## src/rtl/pingpong_buf_ctrl.sv

```systemverilog
// Ping-pong sequencer for two dual-port RAM banks with a 2-entry output skid buffer.
// Define PP_PARTIAL_FLUSH_EN to add wr_flush, which closes a partially filled bank early.
module pingpong_buf_ctrl #(
    parameter int DW    = 4,
    parameter int AW    = 10,
    parameter int DEPTH = 1024
) (
    input  logic          clk_100,
    input  logic          rst_n,
`ifdef PP_PARTIAL_FLUSH_EN
    input  logic          wr_flush,
`endif
    input  logic          wr_valid,
    input  logic [DW-1:0] wr_data,
    output logic          wr_ready,
    output logic          rd_valid,
    output logic [DW-1:0] rd_data,
    input  logic          rd_ready,
    output logic [1:0]    ram_wea,
    output logic [AW-1:0] ram_waddr,
    output logic [DW-1:0] ram_wdata,
    output logic [1:0]    ram_enb,
    output logic [AW-1:0] ram_raddr,
    input  logic [DW-1:0] ram_douta,
    input  logic [DW-1:0] ram_doutb,
    output logic [1:0]    bank_full,
    output logic          frame_done
);

    typedef enum logic [1:0] {EMPTY, FILLING, FULL, DRAINING} bank_state_t;

    localparam logic [AW-1:0] LAST_IDX = AW'(DEPTH - 1);
    localparam logic [AW-1:0] PTR_ONE  = AW'(1);

    bank_state_t   state_q [2];
    bank_state_t   state_d [2];
    logic          wr_bank_q;
    logic          rd_bank_q;
    logic [AW-1:0] wr_ptr_q;
    logic [AW-1:0] rd_ptr_q;
    logic          inflight_q;
    logic          inflight_bank_q;
    logic          frame_done_q;
    logic [DW-1:0] skid_mem [2];
    logic          skid_head_q;
    logic [1:0]    skid_count_q;

    bank_state_t   wr_state;
    bank_state_t   rd_state;
    logic          accept;
    logic          flush_close;
    logic          wr_close;
    logic [AW-1:0] rd_last;
    logic          can_drain;
    logic          pop;
    logic          push;
    logic [DW-1:0] push_data;
    logic [2:0]    occupancy;
    logic          rd_issue;
    logic          rd_close;

    assign wr_state  = state_q[wr_bank_q];
    assign rd_state  = state_q[rd_bank_q];
    assign wr_ready  = (wr_state == EMPTY) || (wr_state == FILLING);
    assign accept    = wr_valid && wr_ready;
    assign wr_close  = (accept && (wr_ptr_q == LAST_IDX)) || flush_close;

`ifdef PP_PARTIAL_FLUSH_EN
    logic [AW-1:0] bank_last [2];
    logic [AW-1:0] close_last;

    // A FILLING bank always holds at least one word, so wr_ptr-1 never underflows.
    assign flush_close = wr_flush && (wr_state == FILLING);
    assign close_last  = accept ? wr_ptr_q : (wr_ptr_q - PTR_ONE);
    assign rd_last     = bank_last[rd_bank_q];

    always_ff @(posedge clk_100) begin
        if (!rst_n) begin
            bank_last[0] <= LAST_IDX;
            bank_last[1] <= LAST_IDX;
        end else if (wr_close) begin
            bank_last[wr_bank_q] <= close_last;
        end
    end
`else
    assign flush_close = 1'b0;
    assign rd_last     = LAST_IDX;
`endif

    // Reads in flight count against skid space; a same-cycle pop frees a slot for full throughput.
    assign can_drain = (rd_state == FULL) || (rd_state == DRAINING);
    assign pop       = rd_valid && rd_ready;
    assign occupancy = {1'b0, skid_count_q} + {2'b00, inflight_q};
    assign rd_issue  = can_drain && (occupancy < (3'd2 + {2'b00, pop}));
    assign rd_close  = rd_issue && (rd_ptr_q == rd_last);
    assign push      = inflight_q;
    assign push_data = inflight_bank_q ? ram_doutb : ram_douta;

    always_comb begin
        state_d[0] = state_q[0];
        state_d[1] = state_q[1];
        if (wr_close) begin
            state_d[wr_bank_q] = FULL;
        end else if (accept) begin
            state_d[wr_bank_q] = FILLING;
        end
        if (rd_close) begin
            state_d[rd_bank_q] = EMPTY;
        end else if (can_drain) begin
            state_d[rd_bank_q] = DRAINING;
        end
    end

    always_comb begin
        ram_wea = 2'b00;
        ram_enb = 2'b00;
        if (accept) begin
            ram_wea[wr_bank_q] = 1'b1;
        end
        if (rd_issue) begin
            ram_enb[rd_bank_q] = 1'b1;
        end
    end

    assign ram_waddr    = wr_ptr_q;
    assign ram_wdata    = accept ? wr_data : '0;
    assign ram_raddr    = rd_ptr_q;
    assign bank_full[0] = (state_q[0] == FULL) || (state_q[0] == DRAINING);
    assign bank_full[1] = (state_q[1] == FULL) || (state_q[1] == DRAINING);
    assign frame_done   = frame_done_q;
    assign rd_valid     = (skid_count_q != 2'd0);
    assign rd_data      = skid_mem[skid_head_q];

    always_ff @(posedge clk_100) begin
        if (!rst_n) begin
            state_q[0] <= EMPTY;
            state_q[1] <= EMPTY;
        end else begin
            state_q[0] <= state_d[0];
            state_q[1] <= state_d[1];
        end
    end

    always_ff @(posedge clk_100) begin
        if (!rst_n) begin
            wr_bank_q       <= 1'b0;
            rd_bank_q       <= 1'b0;
            wr_ptr_q        <= '0;
            rd_ptr_q        <= '0;
            inflight_q      <= 1'b0;
            inflight_bank_q <= 1'b0;
            frame_done_q    <= 1'b0;
        end else begin
            if (wr_close) begin
                wr_ptr_q  <= '0;
                wr_bank_q <= ~wr_bank_q;
            end else if (accept) begin
                wr_ptr_q <= wr_ptr_q + PTR_ONE;
            end
            if (rd_close) begin
                rd_ptr_q  <= '0;
                rd_bank_q <= ~rd_bank_q;
            end else if (rd_issue) begin
                rd_ptr_q <= rd_ptr_q + PTR_ONE;
            end
            inflight_q      <= rd_issue;
            inflight_bank_q <= rd_bank_q;
            frame_done_q    <= rd_close;
        end
    end

    // Writing at head+count lands in the free slot even when the head pops this cycle.
    always_ff @(posedge clk_100) begin
        if (!rst_n) begin
            skid_mem[0]  <= '0;
            skid_mem[1]  <= '0;
            skid_head_q  <= 1'b0;
            skid_count_q <= 2'd0;
        end else begin
            if (push) begin
                skid_mem[skid_head_q ^ skid_count_q[0]] <= push_data;
            end
            skid_head_q  <= skid_head_q ^ pop;
            skid_count_q <= skid_count_q + {1'b0, push} - {1'b0, pop};
        end
    end

endmodule

```

## config.mk

```make
export PLATFORM = sky130hd
export DESIGN_NAME = pingpong_buf_ctrl
export DESIGN_NICKNAME = d
export VERILOG_FILES = /design/src/rtl/pingpong_buf_ctrl.sv
export SDC_FILE = /design/constraint.sdc
export NUM_CORES = 1
export LEC_CHECK = 0
export ABC_AREA = 1
export CAP_MARGIN = 20
export CORE_MARGIN = 5
export CORE_UTILIZATION = 35
export CTS_CLUSTER_DIAMETER = 50
export CTS_CLUSTER_SIZE = 8
export DETAILED_ROUTE_END_ITERATION = 7
export PLACE_DENSITY = 0.71
export REMOVE_ABC_BUFFERS = 1
export SLEW_MARGIN = 40
export SYNTH_ARGS = -nofsm -noshare
export SYNTH_HDL_FRONTEND = slang
export SYNTH_SLANG_ARGS = --single-unit
```

## constraint.sdc

```tcl
create_clock -name clk_100 -period 2.09 [get_ports clk_100]
set_input_delay 0.627 -clock clk_100 [delete_from_list [all_inputs] [get_ports clk_100]]
set_output_delay 0.627 -clock clk_100 [all_outputs]
set_load 0.05 [all_outputs]
```

==> results.yml, run 1 <==
run_status:
  outcome: "finished clean"
layout:
  layout.nets: 370
  stdcell_area_um2: 2990
  final_cells: 424
  insertedDiodeCount: 0
  nFillCells: 576
  syn_to_final_growth_pct: 40.4
  final_layout_size_suffix_gt1_share_pct: 28.4
cts:
  cts_hold_buffers: 0
  clk-insertion-delay-late_ns: 0.29
  numCtsBuffers: 5
  cts-htree-levels: 2
  cts_tree: "yes"
  clk_slew_on_worst_s_h_paths_ns: 0.08
  cts-root-buf: "sky130_fd_sc_hd__clkbuf_8"
  max_buffers_root_to_sink: 2
  cts_sinks: 41
critical_path:
  ff2ff_setup_slack_ns: 0.46
  timing.critical_path.to_type: "output port"
  cp_data_arrival_time_ns: 1.44
  worst_r2r_endpoint: "skid_count_q[1]"
  start_kind: "register"
  regToRegStartpoint: "skid_count_q[0]"
  crit_path_start: "inflight_q"
  critical_path_start_end_classification: "register to output port"
  worst-path-max-fanout: 4
  worstRegToRegCells: 11
  worst_ep_required_time_ns: 1.46
  crit_end: "ram_enb[0]"
timing:
  finalHoldViolCount: 0
  timing.fmax_mhz: 484
  grt_setup_unrepaired: "yes"
  maxSlewHeadroom_pct: 78.1
  final_min_period_over_clock_period_pct: 98.8
  finalWorstSetupSlack_ns: 0.0255
  period_minus_slack_ns: 2.06
  finalMaxSlewViolations: 0
  worst_hold_slack_ns: 0.495
  setup_viol: 0
  fin_skew_ns: 0.0100
  worst_slew_pin_slew_ns: 0.328
placement:
  place.gp.congestion: 0.771
  cell_area_after_placement_um2: 2810
  post-place-ws_ns: -0.296
  buffer_ports.inserted: 52
  post-dp-hpwl_um: 3580
  numPlacedInstances: 413
synthesis:
  ys_types: 33
  netlist_top_cells_area: "sky130_fd_sc_hd__dfxtp_1 (31%), sky130_fd_sc_hd__nand2_1 (11%), sky130_fd_sc_hd__edfxtp_1 (11%)"
  synth.largest_area_cell: "sky130_fd_sc_hd__dfxtp_1"
  asyncSetResetFlopFracSynth_pct: 0
  synth_top_cell_area_share_pct: 31.0
  ys_ff_latch: 41
  syn-cell-area_um2: 2130
  sequential_to_total_area_share_from_yosys_stat_pct: 42.3
  synth_ff_type: "sky130_fd_sc_hd__dfxtp_1"
  syn_area_per_cell_um2: 7.61
  synth_edf_count: 8
  synthesis.instances: 280
  synth_warnings: 0
power:
  post-layout-total-power_mw: 1.76
  power.density_cell_area_nw_per_um2: 590
  leakagePower_nw: 1.30
  peak_supply_drop_mv: 0.336
detailed_routing:
  dr.first_iter.drc_count: 54
  detail_route.first_pass.iterations: 4
  final_antenna_net_count: 0
  detail_route.vias_per_cell: 4.52
  via_count: 1915
  drt_drc_violations_left: 0
  routed_wire_length_per_instance_um: 11.1
  drt_wirelength_um: 4700
min_path:
  hold_path_class: "register to register"
global_route:
  globalRouteTotalUtil_pct: 12.6
  grt_pass1_wl_um: 7910
  first_global_vias: 1818
  grt_max_degree: 13
  globalRouteOverflowTotal: 0
  number_of_antenna_violations_at_the_first_check_in_global_routing: 0
die:
  io_pins: 53
  floorplan.die.height_um: 88
  initial_utilization_pct: 36.0
  core-area_um2: 5920
  floorplan.rows: 28
  die_width_um: 88
  die_area_um2: 7740
run:
  max-cap-violations: 0
cells in the mapped netlist (6+ instances only):
master	number
sky130_fd_sc_hd__o21ai_0	6
sky130_fd_sc_hd__inv_1	36
sky130_fd_sc_hd__ha_1	6
sky130_fd_sc_hd__edfxtp_1	8
sky130_fd_sc_hd__nor2_1	35
sky130_fd_sc_hd__nand4_1	6
sky130_fd_sc_hd__nand3_1	11
sky130_fd_sc_hd__a21oi_1	18
sky130_fd_sc_hd__xor2_1	6
sky130_fd_sc_hd__nand2_2	8
sky130_fd_sc_hd__nand2_1	65
sky130_fd_sc_hd__dfxtp_1	33
registers in the layout, indices dropped and copies added, names as in the netlist, 2 cells and up, named ones only:
signal        cells
ram_waddr        10
state_q           2
ram_raddr        10
skid_mem          8
skid_count_q      2
cells by family after synthesis:
| group | count (synthesis) | share of synthesized area (%) |
|---|---|---|
| compound gates | 26 | 6.40 |
| xor+xnor | 8 | 3.29 |
| fa+ha+maj | 6 | 3.53 |
| buf+inv | 46 | 8.58 |
| flops | 41 | 42.3 |
| mux | 8 | 4.00 |
| simple gates | 145 | 31.9 |
worst max-delay path, cell delays in order, from the launching register on:
cell	delay, ns
sky130_fd_sc_hd__dfxtp_2	0.34
sky130_fd_sc_hd__ha_4	0.23
sky130_fd_sc_hd__inv_2	0.05
sky130_fd_sc_hd__nand3_2	0.09
sky130_fd_sc_hd__nand2_4	0.09
sky130_fd_sc_hd__nand2_4	0.08
sky130_fd_sc_hd__nor2_4	0.12
sky130_fd_sc_hd__buf_12	0.15
area by class of cell:
cell class                      count  area, µm²  share of cell area [%]
Sequential cell                    41        903                    30.2
Inverter                           40        150                    5.02
Tap cell                           75       93.8                    3.14
Timing Repair Buffer               67        638                    21.3
Clock buffer                        6       72.6                    2.43
Clock inverter                      2       10.0                   0.335
Multi-Input combinational cell    193       1120                    37.5
how the worst min path moves through the flow:
stage	cells after the start	to	slack [ns]	start
3_5_place_dp	1	skid_head_q	0.48	skid_head_q
3_3_place_gp	1	skid_head_q	0.47	skid_head_q
4_1_cts	1	skid_head_q	0.50	skid_head_q
5_1_grt	1	register	0.53	skid_head_q
2_1_floorplan	1	register	0.46	skid_head_q
6_report	1	skid_head_q	0.49	skid_head_q
where the power goes:
group	leakage (nW)	switching, mW	internal (mW)
Combinational	0.906	0.229	0.175
Clock	0.0450	0.270	0.232
Sequential	0.350	0.0257	0.833
Total	1.30	0.525	1.24
stage by stage:
stage	util (%)	setup TNS [ns]
after floorplan	-	-1.38
after global placement	47.4	-1.72
after detailed placement	47.4	-2.16
after CTS	50.2	0
after global routing	50.5	-0.0380
final	50.5	0
what timing repair did:
action                     CTS  global route
pin swaps                    8             7
setup endpoints to repair    8             5
resized for setup           18             3
setup buffers                2             1
per-layer routing:
metal | global-route usage (%) | wire [µm] | vias up
met5 | 0 | 0 | -
met4 | 3.77 | 57 | 0
met3 | 2.63 | 247 | 6
met2 | 22.7 | 2310 | 33
met1 | 15.0 | 2080 | 858
li1 | - | - | 1018
placed cells by master, fill, tap and decap left out, types with 6 or more instances in the layout:
master | Yosys | routed
sky130_fd_sc_hd__xor2_1 | 6 | 6
sky130_fd_sc_hd__clkdlybuf4s50_1 | 0 | 13
sky130_fd_sc_hd__a21oi_1 | 18 | 18
sky130_fd_sc_hd__nor2_2 | 2 | 7
sky130_fd_sc_hd__edfxtp_1 | 8 | 8
sky130_fd_sc_hd__inv_1 | 36 | 35
sky130_fd_sc_hd__nand4_1 | 6 | 6
sky130_fd_sc_hd__o21ai_0 | 6 | 6
sky130_fd_sc_hd__nor2_1 | 35 | 28
sky130_fd_sc_hd__buf_4 | 0 | 44
sky130_fd_sc_hd__buf_12 | 0 | 8
sky130_fd_sc_hd__nand3_1 | 11 | 11
sky130_fd_sc_hd__nand2_1 | 65 | 65
sky130_fd_sc_hd__dfxtp_1 | 33 | 31
Power figures use the tool's default switching activity.
==> inputs of run 2 (changes only) <==
--- a/config.mk
+++ b/config.mk
@@ -5,14 +5,14 @@
 export SDC_FILE = /design/constraint.sdc
 export NUM_CORES = 1
 export LEC_CHECK = 0
-export ABC_AREA = 1
-export CAP_MARGIN = 20
+export ABC_AREA = 0
+export CORE_ASPECT_RATIO = 1.25
 export CORE_MARGIN = 5
 export CORE_UTILIZATION = 35
 export CTS_CLUSTER_DIAMETER = 50
 export CTS_CLUSTER_SIZE = 8
 export DETAILED_ROUTE_END_ITERATION = 7
-export PLACE_DENSITY = 0.71
+export PLACE_DENSITY = 0.72
 export REMOVE_ABC_BUFFERS = 1
 export SLEW_MARGIN = 40
 export SYNTH_ARGS = -nofsm -noshare
==> run 2 against run 1 <==
Against the previous run: the run now ends with setup timing left; count of clock-buffer cells in the layout increased by 1; utilization increased by 1.9 points; wire length increased by 3.6%; flip-flop and latch count unchanged; critical endpoint unchanged; global-route usage increased by 1.1 points; power increased by 36%; clock power increased by 25%; design area decreased by 0.13%; fmax decreased by 6.0%; cell count decreased by 17%; sequential share of layout area increased by 0.21 points; non-clock buffer count increased by 8.
==> results.yml, run 2 <==
detailed_routing:
  drt_drc_violations_left: 0
  drt_wirelength_um: 4870
  routed_wire_length_per_instance_um: 13.8
  via_count: 1776
  final_antenna_net_count: 0
  detail_route.vias_per_cell: 5.03
  dr.first_iter.drc_count: 121
  detail_route.first_pass.iterations: 4
timing:
  worst_hold_slack_ns: 0.503
  finalHoldViolCount: 0
  fin_skew_ns: 0.00760
  setup_viol: 2
  period_minus_slack_ns: 2.20
  timing.fmax_mhz: 455
  totalNegativeSetupSlack_ns: -0.206
  finalWorstSetupSlack_ns: -0.107
  worst_slew_pin_slew_ns: 0.365
  final_min_period_over_clock_period_pct: 105
  grt_setup_unrepaired: "yes"
  maxSlewHeadroom_pct: 75.4
  finalMaxSlewViolations: 0
critical_path:
  start_kind: "register"
  ff2ff_setup_slack_ns: 0.01
  worst-path-max-fanout: 3
  cp_data_arrival_time_ns: 1.57
  worst_ep_required_time_ns: 1.46
  regToRegStartpoint: "skid_count_q[0]"
  timing.critical_path.to_type: "output port"
  critical_path_start_end_classification: "register to output port"
  worst_r2r_endpoint: "ram_raddr[7]"
  worstRegToRegCells: 6
layout:
  layout.nets: 308
  final_layout_size_suffix_gt1_share_pct: 35.2
  layout_commonest_cell: "sky130_fd_sc_hd__buf_4"
  syn_to_final_growth_pct: 48.0
  insertedDiodeCount: 0
  layout_common_cells: "sky130_fd_sc_hd__buf_4 (48), sky130_fd_sc_hd__dfxtp_1 (27), sky130_fd_sc_hd__nor2_1 (24)"
synthesis:
  sequential_to_total_area_share_from_yosys_stat_pct: 44.7
  synthTopCellsByCount: "sky130_fd_sc_hd__dfxtp_1 (33), sky130_fd_sc_hd__nor2_1 (24), sky130_fd_sc_hd__nand2_1 (15), sky130_fd_sc_hd__a21oi_1 (12)"
  synth.largest_area_cell: "sky130_fd_sc_hd__dfxtp_1"
  synth_warnings: 0
  ys_types: 40
  synthMostInstantiatedCell: "sky130_fd_sc_hd__dfxtp_1"
  asyncSetResetFlopFracSynth_pct: 0
  synth_top_cell_area_share_pct: 32.8
  synth_edf_count: 8
  ys_ff_latch: 41
  syn-cell-area_um2: 2020
  synthesis.instances: 216
  synth_ff_type: "sky130_fd_sc_hd__dfxtp_1"
  netlist_top_cells_area: "sky130_fd_sc_hd__dfxtp_1 (33%), sky130_fd_sc_hd__edfxtp_1 (12%), sky130_fd_sc_hd__nor2_1 (4.5%)"
  syn_area_per_cell_um2: 9.34
cts:
  numCtsBuffers: 5
  max_buffers_root_to_sink: 2
  clk-insertion-delay-late_ns: 0.29
  clk_slew_on_worst_s_h_paths_ns: 0.08
  cts_sinks: 41
  cts_hold_buffers: 0
  cts_tree: "yes"
  cts-root-buf: "sky130_fd_sc_hd__clkbuf_8"
  cts-htree-levels: 2
run:
  max-cap-violations: 0
power:
  peak_supply_drop_mv: 0.368
  leakagePower_nw: 1.17
  power.switching_uw: 843
  clock_power_share_pct: 26.0
  comb_power_share_pct: 35.3
  power.density_cell_area_nw_per_um2: 806
  pwr-share-seq_pct: 38.8
  power.internal_mw: 1.56
  switching_share_pct: 35.1
die:
  floorplan.rows: 31
  core-area_um2: 5700
  die_width_um: 77.9
  io_pins: 53
  floorplan.die.height_um: 94.9
  die_area_um2: 7390
  initial_utilization_pct: 35.4
min_path:
  hold_path_class: "register to register"
  timing.hold.worst_path_depth: 2
  hold_path_startpoint: "ram_raddr[2]"
  holdPathEnd: "ram_raddr[2]"
global_route:
  globalRouteTotalUtil_pct: 13.7
  first_global_vias: 1815
  grt_max_degree: 24
  number_of_antenna_violations_at_the_first_check_in_global_routing: 0
  globalRouteOverflowTotal: 0
  grt_pass1_wl_um: 8340
run_status:
  outcome: "complete, but fails checks"
  violations: "setup timing"
placement:
  buffer_ports.inserted: 52
  place.gp.congestion: 0.763
  post-dp-hpwl_um: 3650
==> run 2: cell types whose count changed after synthesis, moves of 6 or more <==
| cell | delta |
|---|---|
| sky130_fd_sc_hd__nand2_1 | -50 |
| sky130_fd_sc_hd__inv_1 | -27 |
| sky130_fd_sc_hd__nor2_1 | -11 |
| sky130_fd_sc_hd__nand2_2 | -8 |
| sky130_fd_sc_hd__and3_1 | +7 |
| sky130_fd_sc_hd__clkbuf_1 | +7 |
| sky130_fd_sc_hd__o31ai_1 | +7 |
| sky130_fd_sc_hd__or4_1 | +7 |
| sky130_fd_sc_hd__a21oi_1 | -6 |
==> run 2: metal layers <==
| metal | track usage, % | vias up | routed length, µm |
|---|---|---|---|
| met3 | 5.25 | 7 | 351 |
| met4 | 3.80 | 0 | 51 |
| met5 | 0 | - | 0 |
| met1 | 15.5 | 818 | 2130 |
| met2 | 24.2 | 46 | 2340 |
| li1 | - | 905 | - |
==> run 2: worst max-delay path, cell delays in order (launching register included) <==
cell and delay, ns:
sky130_fd_sc_hd__dfxtp_2 0.34, sky130_fd_sc_hd__ha_4 0.16, sky130_fd_sc_hd__ha_4 0.20, sky130_fd_sc_hd__o21a_4 0.13, sky130_fd_sc_hd__nor3_4 0.19, sky130_fd_sc_hd__buf_6 0.13
sky130_fd_sc_hd__buf_12 0.12
==> run 2: what timing repair did <==
action                                  4_1_cts  5_1_grt
pin swaps                                     4        1
buffers inserted                              2        1
gates resized for setup                      28        3
endpoints found under the setup margin        9       11
==> run 2: per-stage QoR <==
stage | total power, mW | setup WS (ns) | cells | instance area [µm²] | utilization (%)
after floorplan | 1.42 | -0.864 | 204 | 1970 | -
after global placement | 1.70 | -0.455 | 342 | 2740 | 48.1
after detailed placement | 1.72 | -0.471 | 342 | 2740 | 48.1
after CTS | 2.42 | -0.156 | 352 | 2970 | 52.1
after global routing | 2.53 | -0.167 | 353 | 2990 | 52.4
final | 2.41 | -0.107 | 353 | 2990 | 52.4
==> run 2: worst max-delay path by stage <==
| stage | cells past startpoint | slack [ns] | startpoint | to |
|---|---|---|---|---|
| floorplan | 3 | -0.86 | state_q[1][1] | ram_enb[1] |
| global placement | 6 | -0.46 | rd_ready | ram_enb[0] |
| detailed placement | 6 | -0.47 | rd_ready | ram_enb[0] |
| CTS | 6 | -0.16 | inflight_q | ram_enb[1] |
| global route | 6 | -0.17 | inflight_q | ram_enb[0] |
| finish | 6 | -0.11 | skid_count_q[0] | ram_enb[0] |
==> run 2: cell families (layout without fill, tap and decap cells) <==
logic type / Yosys count / in the layout / share of synthesized area [%]
buffers and inverters: 21 / 92 / 4.09
and+or+nand+nor: 93 / 93 / 25.0
adders and majority gates: 6 / 6 / 3.72
muxes: 14 / 14 / 7.57
DFF: 41 / 41 / 44.7
xor gates and xnor gates: 12 / 12 / 5.21
AOI/OAI and AO/OA: 29 / 29 / 9.74
==> run 2: cell type report <==
cell class,instances,area (µm²)
Clock buffer,7,108
Clock inverter,1,7.51
Fill cell,529,2720
Inverter,9,36.3
Multi-Input combinational cell,154,1120
Sequential cell,41,908
Tap cell,66,82.6
Timing Repair Buffer,75,724
==> run 2: power groups by stage <==
stage / Combinational, mW / Clock, mW / Sequential [mW]
6_report: 0.849 / 0.625 / 0.933
5_1_grt: 0.915 / 0.678 / 0.942
4_1_cts: 0.845 / 0.638 / 0.933
3_5_place_dp: 0.785 / 0 / 0.934
3_3_place_gp: 0.771 / 0 / 0.932
2_1_floorplan: 0.457 / 0 / 0.965
==> inputs of run 3 (changes only) <==
--- a/config.mk
+++ b/config.mk
@@ -6,8 +6,9 @@
 export NUM_CORES = 1
 export LEC_CHECK = 0
 export ABC_AREA = 0
+export CAP_MARGIN = 25
 export CORE_ASPECT_RATIO = 1.25
-export CORE_MARGIN = 5
+export CORE_MARGIN = 2
 export CORE_UTILIZATION = 35
 export CTS_CLUSTER_DIAMETER = 50
 export CTS_CLUSTER_SIZE = 8
==> run 3 against run 2 <==
Against the previous run: the flow still finishes with violations (setup timing); largest cell class unchanged; count of clock-buffer cells in the layout is the same; die area shrank 14%; utilization grew 2.7 points; highest routed layer unchanged.
==> results.yml, run 3 (same netlist as run 2, synthesis figures left out) <==
run_status:
  outcome: "complete, but fails checks"
  violations: "setup timing"
timing:
  worst_slew_pin_slew_ns: 0.488
  fin_skew_ns: 0.00757
  timing.fmax_mhz: 464
  finalWorstSetupSlack_ns: -0.0642
  final_min_period_over_clock_period_pct: 103
  setup_viol: 2
  period_minus_slack_ns: 2.15
  finalHoldViolCount: 0
  finalMaxSlewViolations: 0
  maxSlewHeadroom_pct: 67.3
  grt_setup_unrepaired: "yes"
die:
  floorplan.rows: 30
  die_area_um2: 6390
  floorplan.die.height_um: 88.9
  die_width_um: 71.9
  core-area_um2: 5480
  initial_utilization_pct: 36.8
  io_pins: 53
critical_path:
  critical_path_start_end_classification: "register to output port"
  worstSetupPathDepth: 6
  start_kind: "register"
  worstRegToRegCells: 6
  cpMaxStageDelayCell: "sky130_fd_sc_hd__dfxtp_2"
  worst_ep_required_time_ns: 1.46
  critical_path.top_delay_family: "flip-flops"
  cp_cell_sequence: "ha_4, ha_4, or2_4, nor3_2, buf_4, buf_12"
  max_stage_delay_ns: 0.34
  worst-path-max-fanout: 2
  cp_common_cell: "sky130_fd_sc_hd__ha_4"
  cp_data_arrival_time_ns: 1.53
  critical_path_buf_inv_count: 2
  timing.critical_path.to_type: "output port"
global_route:
  grt_pass1_wl_um: 7960
  globalRouteTotalUtil_pct: 16.1
  first_global_vias: 1756
  grt_max_degree: 24
  number_of_antenna_violations_at_the_first_check_in_global_routing: 0
  globalRouteOverflowTotal: 0
layout:
  sequential_cell_area_um2: 911
  final_util_pct: 55.0
  insertedDiodeCount: 0
  syn_to_final_growth_pct: 49.6
  nFillCells: 494
  layout_commonest_cell: "sky130_fd_sc_hd__buf_4"
  layout.nets: 312
  layout_common_cells: "sky130_fd_sc_hd__buf_4 (52), sky130_fd_sc_hd__dfxtp_1 (27), sky130_fd_sc_hd__nor2_1 (24)"
  final_layout_size_suffix_gt1_share_pct: 36.1
  area_of_combinational_cells_with_multiple_inputs_um2: 1130
  final_cells: 355
cts:
  numCtsBuffers: 5
  max_buffers_root_to_sink: 2
  cts-root-buf: "sky130_fd_sc_hd__clkbuf_8"
  cts-htree-levels: 2
  clk-insertion-delay-late_ns: 0.30
  cts_hold_buffers: 0
  clk_slew_on_worst_s_h_paths_ns: 0.08
  cts_sinks: 41
  cts_tree: "yes"
placement:
  place.gp.congestion: 0.815
  buffer_ports.inserted: 52
  numPlacedInstances: 342
  post-dp-hpwl_um: 3580
power:
  leakagePower_nw: 1.19
  power.density_cell_area_nw_per_um2: 810
  peak_supply_drop_mv: 0.385
detailed_routing:
  drt_wirelength_um: 4860
  routed_wire_length_per_instance_um: 13.7
  detail_route.first_pass.iterations: 4
  drt_drc_violations_left: 0
  final_antenna_net_count: 0
  dr.first_iter.drc_count: 103
  via_count: 1842
  detail_route.vias_per_cell: 5.19
run:
  max-cap-violations: 0
min_path:
  hold_path_class: "register to register"
  timing.hold.worst_path_depth: 2
## run 3: cell types whose count changed in the layout (fill, tap and decap cells not counted), sizes merged
cell           delta
buf               +3
bufinv            +1
clkdlybuf4s50     +1
inv               -1
## run 3: per-stage QoR
step / instance area [µm²] / setup TNS (ns) / power, mW / worst slack, ns / hold slack, ns
global placement: 2760 / -5.64 / 1.70 / -0.352 / 0.483
detailed placement: 2760 / -5.98 / 1.71 / -0.335 / 0.489
global route: 3020 / -0.355 / 2.57 / -0.117 / 0.539
CTS: 2990 / -0.215 / 2.43 / -0.131 / 0.501
floorplan: 1970 / -4.15 / 1.42 / -0.864 / 0.476
finish: 3020 / -0.117 / 2.44 / -0.0642 / 0.501
## run 3: area by class of cell
cell class,instances,share of cell area (%)
Inverter,9,1.24
Multi-Input combinational cell,154,37.3
Tap cell,64,2.65
Clock buffer,7,2.86
Timing Repair Buffer,79,24.7
Clock inverter,1,0.995
Sequential cell,41,30.2
## run 3: where the power goes
part | internal, mW | switching (mW) | leakage [nW]
Clock | 0.389 | 0.272 | 0.0585
Combinational | 0.362 | 0.490 | 0.775
Sequential | 0.869 | 0.0620 | 0.353
Total | 1.62 | 0.823 | 1.19
## run 3: tightest hold or removal path, delay by kind of cell, from the launching register on
kind / cells / cell delay, ns
DFF: 1 / 0.33
AOI/OAI and AO/OA: 2 / 0.13
## run 3: final timing paths
| path | start | endpoint | slack, ns |
|---|---|---|---|
| worst max register to register | inflight_q | ram_raddr[7] | 0.10 |
| worst min-delay path | ram_raddr[9] | ram_raddr[9] | 0.50 |
| worst max-delay path | inflight_q | ram_enb[1] | -0.06 |
| worst min register to register | ram_raddr[9] | ram_raddr[9] | 0.50 |
## run 3: what timing repair did
item                                    CTS  global route
endpoints found under the setup margin    9            11
setup buffers                             3             2
pin swaps                                 4             9
resized for setup                        26             5
hold endpoints to repair                  0             0
cloned                                    1             0
## run 3: routing by layer
metal / track usage [%] / part of all wire [%]
met4: 7.89 / 2.7
met2: 28.6 / 50
met3: 4.44 / 6.2
met1: 17.8 / 41
met5: 0 / 0
